[config.mk]
export PLATFORM = sky130hd
export DESIGN_NAME = rr_mux_sel
export DESIGN_NICKNAME = d
export VERILOG_FILES = /design/src/rtl/rr_mux_sel.sv
export SDC_FILE = /design/constraint.sdc
export NUM_CORES = 1
export LEC_CHECK = 0
export BUFFER_PORTS_ARGS = -buffer_cell sky130_fd_sc_hd__buf_4
export CAP_MARGIN = 5
export CORE_ASPECT_RATIO = 0.9
export CORE_UTILIZATION = 50
export DETAILED_ROUTE_END_ITERATION = 7
export PLACE_DENSITY_LB_ADDON = 0.25
export SLEW_MARGIN = 10
export SYNTH_ARGS = -nofsm -noshare
export SYNTH_HDL_FRONTEND = slang
export SYNTH_SLANG_ARGS = --single-unit
[constraint.sdc]
create_clock -name clk -period 8.7 [get_ports clk]
set_clock_uncertainty 0.05 [all_clocks]
set_input_delay 1.74 -clock clk [delete_from_list [all_inputs] [get_ports clk]]
set_output_delay 1.74 -clock clk [all_outputs]
set_load 0.05 [all_outputs]
[src/rtl/rr_mux_sel.sv]
// Round-robin arbiter with a registered data mux: one requesting channel owns the output at a time.
// Optional macro RR_MUX_SEL_TIMEOUT_EN adds a hold counter that forces rotation after MAX_HOLD cycles.
module rr_mux_sel #(
    parameter int WIDTH    = 8,
    parameter int CH       = 4,
    parameter int MAX_HOLD = 16
) (
    input  logic                    clk,
    input  logic                    rstN,
    input  logic [CH-1:0]           req,
    input  logic [CH*WIDTH-1:0]     data_in,
    output logic [CH-1:0]           grant,
    output logic [$clog2(CH)-1:0]   sel,
    output logic [WIDTH-1:0]        out,
    output logic                    valid
);

    localparam int SW = $clog2(CH);

    typedef enum logic {
        IDLE,
        GRANT
    } state_t;

    if (WIDTH < 1 || CH < 2 || MAX_HOLD < 1) begin : g_paramCheck
        $error("rr_mux_sel: WIDTH>=1, CH>=2 and MAX_HOLD>=1 are required");
    end

    state_t          r_state;
    logic [SW-1:0]   r_ptr;

    logic [CH-1:0]   w_selMask;
    logic [CH-1:0]   w_others;
    logic            w_idleFound;
    logic [SW-1:0]   w_idleIdx;
    logic            w_rotFound;
    logic [SW-1:0]   w_rotIdx;
    logic [WIDTH-1:0] w_idleData;
    logic [WIDTH-1:0] w_rotData;
    logic [WIDTH-1:0] w_selData;
    logic            w_force;
    logic            w_keep;

    // First set bit of mask at or after start, wrapping; MSB of the result flags a hit.
    function automatic logic [SW:0] firstFrom(input logic [CH-1:0] mask, input logic [SW-1:0] start);
        logic [SW:0]   res;
        logic [SW-1:0] idxS;
        int            idx;
        res = '0;
        for (int k = CH - 1; k >= 0; k--) begin
            idx  = (int'(start) + k) % CH;
            idxS = SW'(idx);
            if (mask[idxS]) begin
                res = {1'b1, idxS};
            end
        end
        return res;
    endfunction

    function automatic logic [SW-1:0] nextIdx(input logic [SW-1:0] i);
        return (i == SW'(CH - 1)) ? '0 : i + 1'b1;
    endfunction

    always_comb begin
        w_selMask                 = CH'(1) << sel;
        w_others                  = req & ~w_selMask;
        {w_idleFound, w_idleIdx}  = firstFrom(req, r_ptr);
        {w_rotFound, w_rotIdx}    = firstFrom(w_others, nextIdx(sel));
        w_idleData                = data_in[int'(w_idleIdx)*WIDTH +: WIDTH];
        w_rotData                 = data_in[int'(w_rotIdx)*WIDTH +: WIDTH];
        w_selData                 = data_in[int'(sel)*WIDTH +: WIDTH];
        w_keep                    = req[sel] && !w_force;
    end

`ifdef RR_MUX_SEL_TIMEOUT_EN
    localparam int HW = $clog2(MAX_HOLD) + 1;
    localparam logic [HW-1:0] HoldLast = HW'(MAX_HOLD - 1);

    logic [HW-1:0] r_hold;
    logic          w_holdLast;

    assign w_holdLast = (r_hold == HoldLast);
    assign w_force    = w_holdLast && (w_others != '0);
`else
    assign w_force = 1'b0;
`endif

    // Ownership changes always reload out from the new channel so there is no bubble on handover.
    always_ff @(posedge clk or negedge rstN) begin
        if (!rstN) begin
            r_state <= IDLE;
            r_ptr   <= '0;
            grant   <= '0;
            sel     <= '0;
            out     <= '0;
            valid   <= 1'b0;
`ifdef RR_MUX_SEL_TIMEOUT_EN
            r_hold  <= '0;
`endif
        end else begin
            case (r_state)
                IDLE: begin
                    if (w_idleFound) begin
                        r_state <= GRANT;
                        grant   <= CH'(1) << w_idleIdx;
                        sel     <= w_idleIdx;
                        out     <= w_idleData;
                        valid   <= 1'b1;
                        r_ptr   <= nextIdx(w_idleIdx);
`ifdef RR_MUX_SEL_TIMEOUT_EN
                        r_hold  <= '0;
`endif
                    end
                end
                GRANT: begin
                    if (w_keep) begin
                        out <= w_selData;
`ifdef RR_MUX_SEL_TIMEOUT_EN
                        r_hold <= w_holdLast ? '0 : r_hold + 1'b1;
`endif
                    end else if (w_rotFound) begin
                        grant   <= CH'(1) << w_rotIdx;
                        sel     <= w_rotIdx;
                        out     <= w_rotData;
                        r_ptr   <= nextIdx(w_rotIdx);
`ifdef RR_MUX_SEL_TIMEOUT_EN
                        r_hold  <= '0;
`endif
                    end else begin
                        r_state <= IDLE;
                        grant   <= '0;
                        sel     <= '0;
                        valid   <= 1'b0;
                        r_ptr   <= nextIdx(sel);
`ifdef RR_MUX_SEL_TIMEOUT_EN
                        r_hold  <= '0;
`endif
                    end
                end
                default: r_state <= IDLE;
            endcase
        end
    end

`ifndef SYNTHESIS
    // grant, sel and valid must describe the same owner on every cycle.
    a_onehot : assert property (@(posedge clk) disable iff (!rstN) $onehot0(grant));
    a_valid  : assert property (@(posedge clk) disable iff (!rstN) valid == (grant != '0));
    a_sel    : assert property (@(posedge clk) disable iff (!rstN) valid |-> grant == (CH'(1) << sel));
`endif

endmodule

==> qor.yml <==
outcome:
  status: "complete, no violations"
sta:
  slew_viol_final: 0
  period_needed_ps: 3940
  hold_violations: 0
  worst_slew_pin_slew_ps: 910
  setup_violations: 0
  tns_ps: 0
  fmax_mhz: 254
  period_share: 0.453
  slew-limit-headroom: 0.393
  rsz0062_at_grt: "no"
logic_synthesis:
  synth_seq_cells: 18
  postSynthAreaPerCell_um2: 8.02
  ys_async_sr_fraction: 1.00
  synth_top_cell_area_share: 0.237
  synth_top_area_cell: "dfrtp_1"
  yosysMostFrequentCell: "nand2_1"
  syn-instance-count: 237
  ys.flop_type: "dfrtp_1"
  netlist_area_mm2: 0.00190
  synth-edff-count: 0
  synthDistinctLibCells: 45
  syn-num-nets: 287
  yosys-top-cells-area: "dfrtp_1 (24%), ha_1 (7.9%), nand2_1 (4.9%)"
  yosys_warnings: 0
  seq_area_frac_synth: 0.237
  synthTopCellsByCount: "nand2_1 (25), nor2_1 (20), dfrtp_1 (18), ha_1 (12), nor2b_1 (12)"
routing:
  wl_per_cell_um: 16.8
  final_antenna_net_count: 0
  drtIter0Drc: 310
  first_pass_iters: 6
  viasPerCell: 6.29
  drc_errors: 0
  totalWireLength_mm: 5.38
  vias: 2020
grt:
  track_usage: 0.289
  grt_pass1_wl_mm: 8.78
  first_global_vias: 1789
  antenna_found_initial: 0
  grt_overflow: 0
  grt_max_degree: 30
worst_setup_path:
  cp_max_fo: 19
  end_kind: "flop"
  critical_path.top_delay_family: "simple AND/OR/NAND/NOR gates"
  cp.arrival_ps: 4040
  crit_chain: "buf_4, or4b_4, a211oi_2, a221oi_2, and2_0, ha_1, mux2i_1, a211oi_1, a21o_1"
  cp.required_ps: 8800
  startpoint_type: "input port"
  worst-path-buf-inv: 1
  r2r_slack_ps: 5000
  slowest_stage: "or4b_4"
  crit_path_max_incr_delay_ps: 540
  critPathKind: "input port to flop"
place:
  hpwl_mm: 3.89
  placedCellCount: 317
  numPortBuffers: 52
  dpl-instance-area_mm2: 0.00227
  gp_congestion: 0.907
pwr:
  p_per_area_mw_per_mm2: 416
  p_total_uw: 966
  vdd_ir_drop_max_uv: 240
  p_leak_nw: 1.02
cts:
  cts_root_buf: "clkbuf_8"
  postCtsSetupBuffers: 0
  clockBufferDepth: 2
  cts_tree: "done"
  worst_skew_pair.late_latency_ps: 260
  clock-sinks: 18
  clk_pin_slew_ps: 70
  cts_buffers: 3
  ctsResizeCount: 0
  htreeDepth: 1
  postCtsHoldBufs: 0
floorplan:
  die_h_um: 60.5
  rows: 20
  fp.dieArea_mm2: 0.00405
  core_area_mm2: 0.00350
  die-width_um: 67.0
  ioPinCount: 53
  start_util: 0.543
finish:
  final_cells: 321
  diodes: 0
  final_area_mm2: 0.00232
  nNetsFinal: 328
  synthToLayoutAreaGrowth_pct: 22.0
  layout-drive-gt1-share: 0.242
hold_path:
  min_path_type: "flop to flop"
job:
  cap_viol_max_count: 0
-- through the flow --
stage               hold WS, ps   util  setup WS [ps]
CTS                         448  0.663           4790
detailed placement          422  0.647           4520
global route                460  0.663           4580
global placement            430  0.647           4580
finish                      447  0.663           4760
floorplan                   456      -           4890
-- worst register-to-register path: stages (launching register included) --
cell and delay, ps:
dfrtp_1 800, inv_1 320, ha_1 320, or4b_4 500
a211oi_2 210, a221oi_2 70, and2_0 480, ha_1 440
mux2i_1 130, a211oi_1 90, a21o_1 190
-- registers in the layout, indices dropped and copies added (netlist names) --
name,cells
r_ptr,2
out,8
valid,1
r_state,1
sel,2
grant,4
-- per-layer routing --
| metal | part of all wire | GRT usage | wire, µm |
|---|---|---|---|
| met2 | 0.42 | 0.394 | 2270 |
| met3 | 0.081 | 0.0470 | 438 |
| met1 | 0.48 | 0.454 | 2580 |
| met5 | 0 | 0 | 0 |
| met4 | 0.017 | 0.0973 | 91 |
-- path summary, 6_finish.rpt --
kind,start,to,cells past startpoint
max,req[1],r_ptr[1],9
min,out[3],out[3],1
max reg2reg,sel[0],r_ptr[1],10
min reg2reg,out[3],out[3],1
max in group asynchronous,rstN,r_state,1
min in group asynchronous,rstN,grant[2],1
-- layout make-up --
class	instances	area, µm²
Multi-Input combinational cell	191	1320
Fill cell	333	1180
Timing Repair Buffer	54	405
Tap cell	44	55.1
Inverter	10	37.5
Clock buffer	4	55.1
Sequential cell	18	450
-- report_power, final --
| part | switching, mW | internal [mW] |
|---|---|---|
| clock network | 0.0293 | 0.0403 |
| logic | 0.438 | 0.280 |
| registers | 0.0509 | 0.127 |
| total | 0.519 | 0.447 |
-- cells by family (layout without fill, tap and decap cells) --
kind of cell	after synthesis	count (layout)	synth area share
compound gates	76	76	0.309
fa+ha+maj	12	12	0.0789
buf+inv	28	68	0.0704
flops	18	18	0.237
mux	10	10	0.0539
simple gates	93	93	0.251
-- layout by cell type (no fill, tap or decap), drive strengths merged, types with 5 or more instances in the layout --
cell,count
nand3,9
nand2b,5
nand2,25
dfrtp,18
nand3b,8
nor2b,12
ha,12
a22oi,10
mux2i,8
a32o,7
nor2,20
a41oi,7
a221oi,8
or3,7
a21oi,11
o21ai,9
buf,54
a211oi,7
inv,10
No activity file was read; power rests on OpenSTA's default activity.
